$ cat src/rtl/fc_seq_if.sv
// fc_seq_if: request/response handshake and fc-side bundle for fc_seq
interface fc_seq_if #(parameter int N = 27);
  logic req_valid, req_ready, req_train;
  logic [N-1:0] req_fin, req_bin;
  logic fd_prop, bk_prop, fd_prop_done, bk_prop_done, oscillator;
  logic [N-1:0] fin, bin, fout, bout;
  logic rsp_valid, rsp_ready, rsp_timeout;
  logic [N-1:0] rsp_fout, rsp_bout;
  modport slave (
    input  req_valid, req_train, req_fin, req_bin, fd_prop_done, bk_prop_done, fout, bout, rsp_ready,
    output req_ready, fd_prop, bk_prop, fin, bin, oscillator, rsp_valid, rsp_timeout, rsp_fout, rsp_bout
  );
  modport master (
    output req_valid, req_train, req_fin, req_bin, fd_prop_done, bk_prop_done, fout, bout, rsp_ready,
    input  req_ready, fd_prop, bk_prop, fin, bin, oscillator, rsp_valid, rsp_timeout, rsp_fout, rsp_bout
  );
endinterface

$ cat src/rtl/fc_seq.sv
// fc_seq: sequences fc forward/backward propagation with timeout and response handshake
module fc_seq #(
  parameter int N = 27,
  parameter int TIMEOUT = 64
) (
  input  logic        clk_in,
  input  logic        rst_in,
  fc_seq_if.slave     s,
  output logic        busy,
  output logic [15:0] iter_count
);
  typedef enum logic [2:0] {IDLE, FWD, FWAIT, BWD, BWAIT, RESP} state_t;
  state_t state;
  logic train;
  logic [15:0] cnt;
  logic tmo;
  assign tmo = cnt == 16'(TIMEOUT - 1);
  assign s.req_ready = state == IDLE;
  assign busy = state != IDLE;
  always_ff @(posedge clk_in) begin
    if (rst_in) begin
      state <= IDLE;
      train <= 1'b0;
      cnt <= '0;
      iter_count <= '0;
      s.fd_prop <= 1'b0;
      s.bk_prop <= 1'b0;
      s.fin <= '0;
      s.bin <= '0;
      s.oscillator <= 1'b0;
      s.rsp_valid <= 1'b0;
      s.rsp_timeout <= 1'b0;
      s.rsp_fout <= '0;
      s.rsp_bout <= '0;
    end else begin
      s.oscillator <= !s.oscillator;
      s.fd_prop <= 1'b0;
      s.bk_prop <= 1'b0;
      case (state)
        IDLE: if (s.req_valid) begin
          state <= FWD;
          s.fd_prop <= 1'b1;
          s.fin <= s.req_fin;
          s.bin <= s.req_bin;
          train <= s.req_train;
          s.rsp_fout <= '0;
          s.rsp_bout <= '0;
          s.rsp_timeout <= 1'b0;
        end
        FWD: begin
          state <= FWAIT;
          cnt <= '0;
        end
        FWAIT: if (s.fd_prop_done) begin
          s.rsp_fout <= s.fout;
          state <= train ? BWD : RESP;
          s.bk_prop <= train;
          s.rsp_valid <= !train;
        end else if (tmo) begin
          state <= RESP;
          s.rsp_valid <= 1'b1;
          s.rsp_timeout <= 1'b1;
        end else cnt <= cnt + 16'd1;
        BWD: begin
          state <= BWAIT;
          cnt <= '0;
        end
        BWAIT: if (s.bk_prop_done || tmo) begin
          // done wins over a timeout landing in the same cycle
          if (s.bk_prop_done) s.rsp_bout <= s.bout;
          s.rsp_timeout <= !s.bk_prop_done;
          state <= RESP;
          s.rsp_valid <= 1'b1;
        end else cnt <= cnt + 16'd1;
        RESP: if (s.rsp_ready) begin
          state <= IDLE;
          s.rsp_valid <= 1'b0;
          if (train && !s.rsp_timeout && iter_count != 16'hFFFF) iter_count <= iter_count + 16'd1;
        end
        default: state <= IDLE;
      endcase
    end
  end
endmodule

$ cat src/flat_wrapper.sv
// flat-port wrapper written by rule: the top's interface ports become plain ports
module fc_seq_flat 
#(
  parameter int N = 27,
  parameter int TIMEOUT = 64
)
  (clk_in, rst_in, busy, iter_count, s_req_valid, s_req_train, s_req_fin, s_req_bin, s_fd_prop_done, s_bk_prop_done, s_fout, s_bout, s_rsp_ready, s_req_ready, s_fd_prop, s_bk_prop, s_fin, s_bin, s_oscillator, s_rsp_valid, s_rsp_timeout, s_rsp_fout, s_rsp_bout);
  fc_seq_if #(.N(N)) s_i ();
  input  logic clk_in;
  input  logic rst_in;
  output logic busy;
  output logic [15:0] iter_count;
  input wire logic [$bits(s_i.req_valid)-1:0] s_req_valid;
  input wire logic [$bits(s_i.req_train)-1:0] s_req_train;
  input wire logic [$bits(s_i.req_fin)-1:0] s_req_fin;
  input wire logic [$bits(s_i.req_bin)-1:0] s_req_bin;
  input wire logic [$bits(s_i.fd_prop_done)-1:0] s_fd_prop_done;
  input wire logic [$bits(s_i.bk_prop_done)-1:0] s_bk_prop_done;
  input wire logic [$bits(s_i.fout)-1:0] s_fout;
  input wire logic [$bits(s_i.bout)-1:0] s_bout;
  input wire logic [$bits(s_i.rsp_ready)-1:0] s_rsp_ready;
  output wire logic [$bits(s_i.req_ready)-1:0] s_req_ready;
  output wire logic [$bits(s_i.fd_prop)-1:0] s_fd_prop;
  output wire logic [$bits(s_i.bk_prop)-1:0] s_bk_prop;
  output wire logic [$bits(s_i.fin)-1:0] s_fin;
  output wire logic [$bits(s_i.bin)-1:0] s_bin;
  output wire logic [$bits(s_i.oscillator)-1:0] s_oscillator;
  output wire logic [$bits(s_i.rsp_valid)-1:0] s_rsp_valid;
  output wire logic [$bits(s_i.rsp_timeout)-1:0] s_rsp_timeout;
  output wire logic [$bits(s_i.rsp_fout)-1:0] s_rsp_fout;
  output wire logic [$bits(s_i.rsp_bout)-1:0] s_rsp_bout;
  assign s_i.req_valid = s_req_valid;
  assign s_i.req_train = s_req_train;
  assign s_i.req_fin = s_req_fin;
  assign s_i.req_bin = s_req_bin;
  assign s_i.fd_prop_done = s_fd_prop_done;
  assign s_i.bk_prop_done = s_bk_prop_done;
  assign s_i.fout = s_fout;
  assign s_i.bout = s_bout;
  assign s_i.rsp_ready = s_rsp_ready;
  assign s_req_ready = s_i.req_ready;
  assign s_fd_prop = s_i.fd_prop;
  assign s_bk_prop = s_i.bk_prop;
  assign s_fin = s_i.fin;
  assign s_bin = s_i.bin;
  assign s_oscillator = s_i.oscillator;
  assign s_rsp_valid = s_i.rsp_valid;
  assign s_rsp_timeout = s_i.rsp_timeout;
  assign s_rsp_fout = s_i.rsp_fout;
  assign s_rsp_bout = s_i.rsp_bout;
  fc_seq #(.N(N), .TIMEOUT(TIMEOUT)) u_core (.clk_in(clk_in), .rst_in(rst_in), .s(s_i), .busy(busy), .iter_count(iter_count));
endmodule
$ cat config.mk
export PLATFORM = sky130hd
export DESIGN_NAME = fc_seq_flat
export DESIGN_NICKNAME = d
export VERILOG_FILES = /design/src/rtl/fc_seq_if.sv /design/src/rtl/fc_seq.sv /design/src/flat_wrapper.sv
export SDC_FILE = /design/constraint.sdc
export NUM_CORES = 1
export LEC_CHECK = 0
export CORE_ASPECT_RATIO = 1.25
export CORE_MARGIN = 2
export CORE_UTILIZATION = 35
export CTS_BUF_LIST = sky130_fd_sc_hd__clkbuf_8 sky130_fd_sc_hd__clkbuf_16
export DETAILED_ROUTE_END_ITERATION = 10
export PLACE_DENSITY_LB_ADDON = 0.05
export SYNTH_ARGS = -nofsm -noshare
export SYNTH_HDL_FRONTEND = slang
export SYNTH_SLANG_ARGS = --single-unit
$ cat constraint.sdc
create_clock -name clk_in -period 3 [get_ports clk_in]
set_clock_uncertainty 0.1 [all_clocks]
set_input_delay 0.6 -clock clk_in [delete_from_list [all_inputs] [get_ports clk_in]]
set_output_delay 0.6 -clock clk_in [all_outputs]
set_load 0.02 [all_outputs]
==> results.json, run 1 <==
{
  "core_um2": 16600,
  "synth-edff-count": 0,
  "cp.required_ns": 2.30,
  "num_io_pins": 246,
  "whs_ns": 0.322,
  "place_inst": 1160,
  "maxSlewViolCount": 0,
  "utilization_pct": 54.9,
  "dieArea_um2": 17900,
  "yosysSeqAreaShare_pct": 50.6,
  "hold_viol": 0,
  "synth_top_area_share_pct": 50.6,
  "drc_errors": 0,
  "gp_congestion": 0.858,
  "path_cells": "nor3_1 -> clkdlybuf4s50_1",
  "tritoncts": "yes",
  "grt_usage_pct": 21.1,
  "slew_headroom_pct": 38.0,
  "post_route_cells_drive_above_1_share_pct": 5.56,
  "clk_pin_slew_ns": 0.06,
  "synth_nets": 852,
  "antenna_cells": 0,
  "grt_max_degree": 84,
  "synth.distinct_cells": 53,
  "fin_crit_sh_pct": 92.0,
  "worstPathArrival_ns": 2.06,
  "maxCapViolCount": 0,
  "clockRootBuffer": "clkbuf_16",
  "vias": 6045,
  "ys_ff_latch": 149,
  "grt_first_pass_wirelength_mm": 30.2,
  "setup_violations": 0,
  "htree_num_levels": 4,
  "setup-tns-final_ns": 0,
  "clock-sinks": 149,
  "worst_slew_pin_slew_ns": 0.930,
  "crit_path_end_kind": "output pin",
  "finalWorstSetupSlack_ns": 0.240,
  "port_buffers": 245,
  "max_freq_mhz": 362,
  "clk_path_buf_depth": 2,
  "cts_made_buffers": 17,
  "synthCells": 735,
  "ys.flop_type": "dfxtp_1",
  "drtPass1Iterations": 5,
  "dieWidth_um": 120,
  "crit_fanout": 16,
  "syn_area_per_cell_um2": 8.03,
  "crit_slowest_cell": "clkdlybuf4s50_1",
  "rsz0062_at_grt": "false",
  "rows": 53,
  "min_period_ns": 2.76,
  "async_flop_share_pct": 0,
  "ant_nets": 0,
  "path_class": "flip-flop to output pin",
  "first_iter_violations": 292,
  "grt_pass1_vias": 5955,
  "initial_core_util_pct": 35.5,
  "antenna_found_initial": 0,
  "syn_to_final_growth_pct": 54.7,
  "p_per_area_nw_per_um2": 556,
  "leakage_uw": 0.00313,
  "insertion_delay_ns": 0.42,
  "cts_resized": 0,
  "min_path_type": "flip-flop to flip-flop",
  "dp_hpwl_mm": 13.4,
  "pre_cts_ws_ns": 0.352,
  "crit_path_start_kind": "flip-flop",
  "gr-total-overflow": 0,
  "synth_top_cell_by_area": "dfxtp_1",
  "status": "finished, final reports clean",
  "stdcell_count": 1192,
  "cts_setup_buffers": 0,
  "vias_per_cell": 5.07,
  "ys.warnings.count": 0,
  "ys_top_cells_by_area": "dfxtp_1, nand2_1, a21oi_1, nand3_1, clkbuf_1",
  "peakVddDrop_mv": 0.369,
  "cts-hold-fix-buffers": 0,
  "cpPeakStageDelay_ns": 0.70,
  "routedWlPerCell_um": 15.9,
  "nNetsFinal": 1076,
  "die_y_um": 149,
  "routed_wl_mm": 19.0,
  "netlist_area_um2": 5900
}
## final cells by class
class	instances	area [um^2]
clock buffers	17	425
repair buffers	256	2560
fillers	1567	7510
multi-input cells	532	2720
inverters	3	11.3
well taps	220	275
clock inverters	15	158
flip-flops and latches	149	2980
## critical path, delay by kind of cell (launching register included)
family,cells,cell delay [ns]
AND/OR/NAND/NOR,1,0.47
flip-flops,1,0.48
buffers and inverters,1,0.70
## metrics by stage
stage | cell area (um^2) | total power (uW)
after floorplan | 5900 | 2580
after detailed placement | 8550 | 3030
after global placement | 8550 | 3020
after global routing | 9130 | 5300
after CTS | 9130 | 5140
final | 9130 | 5080
## kinds of logic after synthesis
family / after synthesis / share of synthesized area [%]
buffers and inverters: 54 / 3.56
DFF: 149 / 50.6
AOI/OAI and AO/OA: 162 / 14.9
xor gates and xnor gates: 15 / 2.23
and+or+nand+nor: 351 / 28.0
muxes: 2 / 0.339
adders and majority gates: 2 / 0.424
## registers in the layout (all words and copies together) (netlist names), 3 cells and up
register           cells
u_core.iter_count     16
u_core.s.fin          27
u_core.s.rsp_bout     27
u_core.state           3
u_core.s.rsp_fout     27
u_core.s.bin          27
u_core.cnt            16
## placed cells by master, fill, tap and decap left out, types with 3 or more instances in the layout
master	instances
and2_1	4
nor2b_1	5
or3_1	6
clkinvlp_4	3
xnor2_1	10
clkbuf_16	17
o21ai_0	9
clkdlybuf4s50_1	244
dfxtp_1	149
a21oi_1	131
nand3_1	59
nand4_1	11
nor2_1	28
inv_1	4
xor2_1	5
nand2_1	181
nor4_1	7
o31ai_1	5
and3_1	4
or4_1	8
buf_4	10
inv_6	3
nand2b_1	4
nor3_1	11
clkinv_4	4
## path summary, 6_finish.rpt
path / from / end / slack [ns] / cells after the start
setup / recovery: u_core.state[0] / s_req_ready / 0.24 / 2
hold / removal: u_core.s.oscillator / u_core.s.oscillator / 0.32 / 1
setup reg to reg: u_core.cnt[0] / u_core.cnt[8] / 0.47 / 6
hold reg to reg: u_core.s.oscillator / u_core.s.oscillator / 0.32 / 1
## synthesized netlist by cell type (3+ instances only)
master	number
a21oi_1	132
and2_1	5
and3_1	4
buf_1	3
buf_2	3
clkbuf_1	44
dfxtp_1	149
inv_1	3
nand2_1	182
nand2b_1	4
nand3_1	59
nand4_1	11
nor2_1	28
nor2b_1	5
nor3_1	11
nor4_1	7
o21ai_0	9
o31ai_1	5
or3_1	6
or4_1	8
xnor2_1	10
xor2_1	5
## routing by layer
layer / global-route usage, % / part of all wire, %
met5: 0 / 0
met4: 8.82 / 2.6
met3: 8.41 / 8.3
met2: 35.9 / 51
met1: 23.4 / 38
## where the power goes
part,internal [uW],switching (uW)
logic,389,458
registers,2070,65.4
clock network,1230,863
total,3690,1390
(Power assumes the default switching activity.)
==> run 2, diff against run 1 <==
--- a/config.mk
+++ b/config.mk
@@ -5,10 +5,12 @@
 export SDC_FILE = /design/constraint.sdc
 export NUM_CORES = 1
 export LEC_CHECK = 0
+export CAP_MARGIN = 20
 export CORE_ASPECT_RATIO = 1.25
 export CORE_MARGIN = 2
 export CORE_UTILIZATION = 35
 export CTS_BUF_LIST = sky130_fd_sc_hd__clkbuf_8 sky130_fd_sc_hd__clkbuf_16
+export CTS_CLUSTER_DIAMETER = 120
 export DETAILED_ROUTE_END_ITERATION = 10
 export PLACE_DENSITY_LB_ADDON = 0.05
 export SYNTH_ARGS = -nofsm -noshare
==> results of run 2 <==
Same layout as run 1: the final DEF is identical, and so are final timing and power.
==> run 3, diff against run 2 <==
--- a/config.mk
+++ b/config.mk
@@ -5,7 +5,7 @@
 export SDC_FILE = /design/constraint.sdc
 export NUM_CORES = 1
 export LEC_CHECK = 0
-export CAP_MARGIN = 20
+export CAP_MARGIN = 40
 export CORE_ASPECT_RATIO = 1.25
 export CORE_MARGIN = 2
 export CORE_UTILIZATION = 35
==> results.json, run 3 (synthesis results as in run 1) <==
{
  "drtPass1Iterations": 4,
  "routedWlPerCell_um": 16.0,
  "clk_path_buf_depth": 2,
  "max_freq_mhz": 363,
  "cp.required_ns": 2.30,
  "grt_usage_pct": 21.1,
  "path_cells": "nor3_1 -> clkdlybuf4s50_1",
  "crit_path_end_kind": "output pin",
  "grt_first_pass_wirelength_mm": 30.2,
  "ant_nets": 0,
  "fill_cells": 1565,
  "p_per_area_nw_per_um2": 556,
  "routed_wl_mm": 19.0,
  "vias": 6068,
  "crit_fanout": 16,
  "status": "finished, final reports clean",
  "crit_path_start_kind": "flip-flop",
  "core_um2": 16600,
  "die_y_um": 149,
  "htree_num_levels": 4,
  "leakage_uw": 0.00314,
  "cts_setup_buffers": 0,
  "vias_per_cell": 5.09,
  "cts-hold-fix-buffers": 0,
  "pre_cts_ws_ns": 0.352,
  "worstPathArrival_ns": 2.06,
  "maxSlewViolCount": 0,
  "cpPeakStageDelay_ns": 0.70,
  "cts_resized": 0,
  "gp_congestion": 0.858,
  "initial_core_util_pct": 35.5,
  "place_inst": 1160,
  "clock-sinks": 149,
  "post_route_cells_drive_above_1_share_pct": 5.65,
  "stdcell_count": 1193,
  "clockRootBuffer": "clkbuf_16",
  "port_buffers": 245,
  "setup_violations": 0,
  "rsz0062_at_grt": "false",
  "fin_crit_sh_pct": 91.9,
  "finalWorstSetupSlack_ns": 0.244,
  "path_class": "flip-flop to output pin",
  "worst_slew_pin_slew_ns": 0.779,
  "clk_pin_slew_ns": 0.06,
  "tritoncts": "yes",
  "first_iter_violations": 311,
  "utilization_pct": 54.9,
  "nNetsFinal": 1077,
  "dieArea_um2": 17900,
  "min_period_ns": 2.76,
  "drc_errors": 0,
  "maxCapViolCount": 0,
  "dieWidth_um": 120,
  "cts_made_buffers": 17,
  "num_io_pins": 246,
  "antenna_cells": 0,
  "dp_hpwl_mm": 13.4,
  "grt_max_degree": 84,
  "crit_buf_inv": 1,
  "gr-total-overflow": 0,
  "register_area_um2": 2980,
  "hold_viol": 0,
  "multi_input_area_um2": 2720,
  "final_common_cell": "clkdlybuf4s50_1",
  "crit_family": "buffers and inverters",
  "min_path_type": "flip-flop to flip-flop",
  "grt_pass1_vias": 5955,
  "insertion_delay_ns": 0.42,
  "syn_to_final_growth_pct": 54.9,
  "slew_headroom_pct": 48.1,
  "final_cell_mix": "clkdlybuf4s50_1, nand2_1, dfxtp_1",
  "rows": 53,
  "antenna_found_initial": 0,
  "crit_slowest_cell": "clkdlybuf4s50_1",
  "setup-tns-final_ns": 0,
  "peakVddDrop_mv": 0.367
}
[run 3: worst paths after layout]
kind / startpoint / to / slack, ns / cells past startpoint
hold reg to reg: u_core.s.oscillator / u_core.s.oscillator / 0.32 / 1
setup reg to reg: u_core.state[1] / u_core.cnt[15] / 0.67 / 5
setup / recovery: u_core.state[0] / s_req_ready / 0.24 / 2
hold / removal: u_core.s.oscillator / u_core.s.oscillator / 0.32 / 1
[run 3: layout make-up]
cell class / instances / area share (%)
Sequential cell: 149 / 32.6
Inverter: 3 / 0.123
Clock inverter: 15 / 1.73
Clock buffer: 17 / 4.65
Multi-Input combinational cell: 532 / 29.8
Tap cell: 220 / 3.01
Timing Repair Buffer: 257 / 28.1
[run 3: power breakdown]
| part | internal [uW] | leakage (uW) | switching (uW) |
|---|---|---|---|
| Sequential | 2070 | 0.00121 | 65.7 |
| Clock | 1230 | 0.000281 | 862 |
| Combinational | 392 | 0.00165 | 460 |
[run 3: per-stage QoR]
step	cell area [um^2]	total power [uW]	hold slack [ns]
floorplan	5900	2580	0.350
global placement	8550	3020	0.296
detailed placement	8550	3030	0.308
CTS	9130	5140	0.326
global route	9140	5300	0.367
finish	9140	5080	0.322
[run 3: layer usage]
metal / vias to the layer above / track usage [%] / wire length, um
li1: 2984 / - / -
met2: 213 / 35.9 / 9720
met3: 28 / 8.41 / 1590
met5: - / 0 / 0
met4: 0 / 8.82 / 473
met1: 2843 / 23.4 / 7270
==> variant 1, RTL diff (settings of run 3) <==
Encoding of `state_t`: now one-hot (6 bits for 6 states).
--- a/src/rtl/fc_seq.sv
+++ b/src/rtl/fc_seq.sv
@@ -9,7 +9,7 @@
   output logic        busy,
   output logic [15:0] iter_count
 );
-  typedef enum logic [2:0] {IDLE, FWD, FWAIT, BWD, BWAIT, RESP} state_t;
+  typedef enum logic [5:0] {IDLE = 6'b000001, FWD = 6'b000010, FWAIT = 6'b000100, BWD = 6'b001000, BWAIT = 6'b010000, RESP = 6'b100000} state_t;
   state_t state;
   logic train;
   logic [15:0] cnt;
Behaviour: no difference found for any inputs over 4 cycles, from zero or initial values and one cycle with rst_in high; so few cycles prove little.
==> variant 1 against run 3 <==
  * Design area increased by 3.5%
  * Synthesized cell count increased by 1.5%
  * Core utilization decreased by 0.46 points
  * Total power decreased by 4.0%
  * Routed wire length increased by 0.36%
  * Sequential cell count increased by 3
  * Setup slack got worse by 0.052 ns
  * Area after synthesis increased by 4.6%
  * Largest cell class unchanged
==> variant 1: results (changes against run 3) <==
setup slack, reg-to-reg=0.35 ns (-0.32 ns); Mapped Nets=863 (+1.3%); Static Leakage=3.39 nW (+8.2%); count of filler cells inserted in the layout=1604 (+2.5%); worst hold slack across all endpoints=0.315 ns (-0.00750 ns); number of design-rule violations left by the first detailed-router iteration=266 (-14%); DP Wirelength=13800 um (+3.1%); TritonRoute pass-1 iters=4 (unchanged); final standard cell count with taps included and fillers excluded=1214 (+1.8%); number of buffers on the longest clock path=2 (unchanged); number of diodes added for antenna fixing=0 (unchanged); result of the run=finished clean; mux share of post-synthesis cell area=4.87% (+4.5 points); proportion of synthesized chip area in sequential cells=49.3% (-1.3 points); reg2reg start=u_core.state[0]$_SDFFE_PP1P_; Min Clock Period, post-route=2.81 ns (+0.0523 ns); via count=6040 (-0.46%); Compound-Gate Fraction of Synth Area=10.8% (-4.1 points); clock-pin slew on the worst setup and hold paths=0.06 ns (about the same); Mapped Cells=746 (+1.5%); GRT Total Usage=20.6% (-0.52 points); Netlist cell types=47 (-11%); Num CTS Buffers=17 (unchanged); Clock power frac=41.6% (+0.4 points); worst IR drop on VDD=0.351 mV (-4.5%); post-CTS setup buffers=0 (unchanged); proportion of power drawn by combinational gates=14.8% (-2.0 points); largest fanout of any net on the critical path=11 (-5); global-route wire length before repair=30500 um (+1.1%); measured slew at the worst slew-check pin=0.723 ns (-0.0558 ns); xor and xnor fraction of the mapped netlist area=3.55% (+1.3 points); cell types with the highest counts after synthesis=dfxtp_1, nand2_1, a21oi_1, nor2_1, clkbuf_1; hold_buf cts=0 (unchanged); sum of routed wire length over all layers=19100 um (+0.36%); quantity of I/O buffers inserted on ports=245 (unchanged); maximum number of pins on one net before global-route repair=68 (-19%); Worst Setup EP=busy; warning count from the yosys run=0 (unchanged); worst setup path startpoint=u_core.state[1]$_SDFFE_PP0P_; Placer Congestion=0.834 (-2.8%); Worst R2R End=u_core.cnt[13]$_SDFFE_PP0P_; Synth area leaders=dfxtp_1, nand2_1, a21oi_1; share of synthesized cell area in full adder, half adder and majority cells=0.405% (-0.019 points); layout cells sized above 1=6.16% (+0.51 points); classification of the worst-slack hold path=reg2reg; post-place setup slack=0.130 ns (-0.221 ns); combinational-cell power consumption=720 uW (-15%); total congestion overflow after global routing=0 (unchanged); worst endpoint data arrival time=2.11 ns (+0.05 ns); dpl cell area=0.00889 mm2 (+4.0%); net switching component of the power=1.26 mW (-9.0%); final-stage net count=1094 (+1.6%); post-CTS resize count=3 (+3); utilization after layout=54.4% (-0.46 points)
## variant 1: cell types whose count changed after synthesis, sizes merged, moves of 4 or more
cell    change
clkbuf      -5
buf         +5
nor4       +11
and2       +23
nor4b       +4
nand3      -24
or4         -5
inv         +5
mux2i      +28
nor2       +36
nand2      -30
xnor2      +12
a21oi      -37
## variant 1: final cells by class
cell class                      count  area share, %
Clock buffer                       19           4.79
Clock inverter                     13           1.15
Inverter                            8          0.318
Multi-Input combinational cell    535           30.8
Sequential cell                   152           32.2
Tap cell                          224           2.96
Timing Repair Buffer              263           27.8
## variant 1: worst max-delay path, cell delays in order, from the launching register on
cell and delay, ns:
dfxtp_1 0.42, or4_1 0.61, nor2_2 0.22, inv_1 0.11
dlygate4sd2_1 0.33
## variant 1: layer usage
metal	global-route usage (%)	up-vias	wire length (um)
li1	-	2997	-
met1	22.3	2810	7190
met2	35.5	207	9840
met3	8.12	26	1660
met4	7.88	0	416
met5	0	-	0
==> variant 2, RTL diff (settings of run 3) <==
Made on the original files. `N` is set to 27 in 3 places; all go to 54.
--- a/src/rtl/fc_seq_if.sv
+++ b/src/rtl/fc_seq_if.sv
@@ -1,5 +1,5 @@
 // fc_seq_if: request/response handshake and fc-side bundle for fc_seq
-interface fc_seq_if #(parameter int N = 27);
+interface fc_seq_if #(parameter int N = 54);
   logic req_valid, req_ready, req_train;
   logic [N-1:0] req_fin, req_bin;
   logic fd_prop, bk_prop, fd_prop_done, bk_prop_done, oscillator;
--- a/src/rtl/fc_seq.sv
+++ b/src/rtl/fc_seq.sv
@@ -1,6 +1,6 @@
 // fc_seq: sequences fc forward/backward propagation with timeout and response handshake
 module fc_seq #(
-  parameter int N = 27,
+  parameter int N = 54,
   parameter int TIMEOUT = 64
 ) (
   input  logic        clk_in,
--- a/src/flat_wrapper.sv
+++ b/src/flat_wrapper.sv
@@ -1,7 +1,7 @@
 // flat-port wrapper written by rule: the top's interface ports become plain ports
 module fc_seq_flat 
 #(
-  parameter int N = 27,
+  parameter int N = 54,
   parameter int TIMEOUT = 64
 )
   (clk_in, rst_in, busy, iter_count, s_req_valid, s_req_train, s_req_fin, s_req_bin, s_fd_prop_done, s_bk_prop_done, s_fout, s_bout, s_rsp_ready, s_req_ready, s_fd_prop, s_bk_prop, s_fin, s_bin, s_oscillator, s_rsp_valid, s_rsp_timeout, s_rsp_fout, s_rsp_bout);
Ports: changed (8 resized); port bits go from 246 to 462. The function was not compared with the original's and may differ.
==> variant 2 against run 3 <==
  * Maximum frequency decreased by 4.9%
  * Largest cell class unchanged
  * Critical endpoint unchanged
  * Sequential cell count increased by 108
  * Critical path type unchanged
  * Routed wire length increased by 79%
  * Global-route usage increased by 1.2 points
  * Total power increased by 75%
  * Design area increased by 68%
  * Setup slack got worse by 0.14 ns
  * Area after synthesis increased by 62%
  * Largest power group unchanged
==> variant 2: results (changes against run 3) <==
hold path startpoint=rst_in; post-CTS setup buffers=0 (unchanged); Global Route met2 Usage=37.8% (+1.9 points); worst endpoint data arrival time=2.20 ns (+0.14 ns); dpl cell area=0.0144 mm2 (+69%); CP peak stage delay=0.70 ns (about the same); Num CTS Buffers=27 (+10); TritonRoute pass-1 iters=5 (+1); hold path cells=2 (+1); top_reg_cell synth=dfxtp_1; GRT Total Usage=22.3% (+1.2 points); post-CTS resize count=0 (unchanged); layout cells sized above 1=4.62% (-1.0 points); proportion of synthesized chip area in sequential cells=53.7% (+3.1 points); result of the run=finished clean; worst-skew pair later-pin latency=0.54 ns (+0.12 ns); Mapped Nets=1372 (+61%); setup slack, reg-to-reg=0.74 ns (+0.07 ns); Synth area leaders=dfxtp_1, nand2_1, a21oi_1; Post-synth ARST share=0% (unchanged); largest fanout of any net on the critical path=10 (-6); clock tree root buffer cell=clkbuf_16; relative slew slack=49.3% (+1.3 points); final-stage net count=1785 (+66%); number of global-route vias before repair=9026 (+52%); maximum number of pins on one net before global-route repair=161 (+92%); number of buffers on the longest clock path=3 (+1); worst hold slack across all endpoints=0.297 ns (-0.0255 ns); quantity of I/O buffers inserted on ports=461 (+88%); Static Leakage=5.46 nW (+74%); DP Wirelength=23900 um (+78%); Netlist cell types=59 (+11%); via count=9489 (+56%); global-route wire length before repair=52000 um (+73%); depth of the most critical reg-to-reg path=6 (+1); critical-path cell with the highest stage delay=clkdlybuf4s50_1; number of design-rule violations left by the first detailed-router iteration=432 (+39%); warning count from the yosys run=0 (unchanged); final-report max-slew violation count=0 (unchanged); met1 demand-to-capacity share in global routing=26.5% (+3.1 points); Placer Congestion=0.818 (-4.6%); clock-pin slew on the worst setup and hold paths=0.06 ns (about the same); reg2reg start=u_core.cnt[0]$_SDFFE_PP0P_; worst IR drop on VDD=0.412 mV (+12%); H-tree depth=1 (-3); met3 usage=7.87% (-0.54 points); Worst R2R End=u_core.cnt[13]$_SDFFE_PP0P_; end point of the worst hold path=u_core.cnt[0]$_SDFFE_PP0P_; cell types with the highest counts after synthesis=nand2_1, dfxtp_1, a21oi_1, nor2_1, nand3_1; initial antenna violation count=3 (+3); classification of the worst-slack hold path=in2reg; post-DR wirelength/cell=17.7 um (+11%)
-- variant 2: cell types whose count changed after synthesis, moves of 22 or more --
cell / change
a21oi_1: +42
a22oi_1: +54
buf_2: +22
dfxtp_1: +108
nand2_1: +105
nor2_1: +64
-- variant 2: power by group --
part | leakage (nW) | switching, mW | internal, mW | total [mW]
Combinational | 2.90 | 1.01 | 0.797 | 1.81
Sequential | 2.09 | 0.109 | 3.61 | 3.71
Clock | 0.469 | 1.38 | 2.00 | 3.38
Total | 5.46 | 2.50 | 6.40 | 8.90
-- variant 2: logic make-up after synthesis --
family          after synthesis  synth area share [%]
simple gates                512                  23.3
compound gates              264                  16.6
flops                       257                  53.7
buf+inv                      93                  4.36
xor+xnor                     15                  1.37
mux                           4                 0.418
fa+ha+maj                     2                 0.261
-- variant 2: final cells by class --
cell class              instances  area (um2)
multi-input cells             797        4060
clock inverters                13         113
fillers                      2487       11600
inverters                       4        15.0
flip-flops and latches        257        5140
clock buffers                  35         786
repair buffers                473        4770
well taps                     345         432
diodes                          3        7.51
-- variant 2: critical path: cells and delay by family, from the launching register on --
| family | cells | cell delay [ns] |
|---|---|---|
| simple gates | 1 | 0.52 |
| flops | 1 | 0.44 |
| buf+inv | 1 | 0.70 |
-- variant 2: how the worst max path moves through the flow --
stage	startpoint	end	depth (start not counted)
5_1_grt	u_core.state[2]$_SDFFE_PP0P_	s_req_ready	2
3_5_place_dp	s_req_valid	u_core.s.rsp_bout[35]$_SDFFE_PP0P_	6
4_1_cts	u_core.state[2]$_SDFFE_PP0P_	s_req_ready	2
3_3_place_gp	s_req_valid	u_core.s.rsp_bout[9]$_SDFFE_PP0P_	6
6_report	u_core.state[2]$_SDFFE_PP0P_	s_req_ready	2
2_1_floorplan	u_core.iter_count[0]$_SDFFE_PP0P_	u_core.iter_count[13]$_SDFFE_PP0P_	6
-- variant 2: routing by layer --
metal,vias up,share of wire (%)
met5,-,0.038
met4,2,2.6
met3,55,8.9
met2,338,48
met1,4357,40
li1,4737,-
-- variant 2: through the flow --
step	power (mW)	setup WS (ns)	util, %	std cells
final	8.90	0.101	56.9	1927
after detailed placement	5.61	0.455	53.6	1876
after global placement	5.60	0.492	53.6	1876
after floorplan	4.68	1.02	-	1147
after CTS	9.03	0.0648	56.9	1924
after global routing	9.29	0.0346	56.9	1926
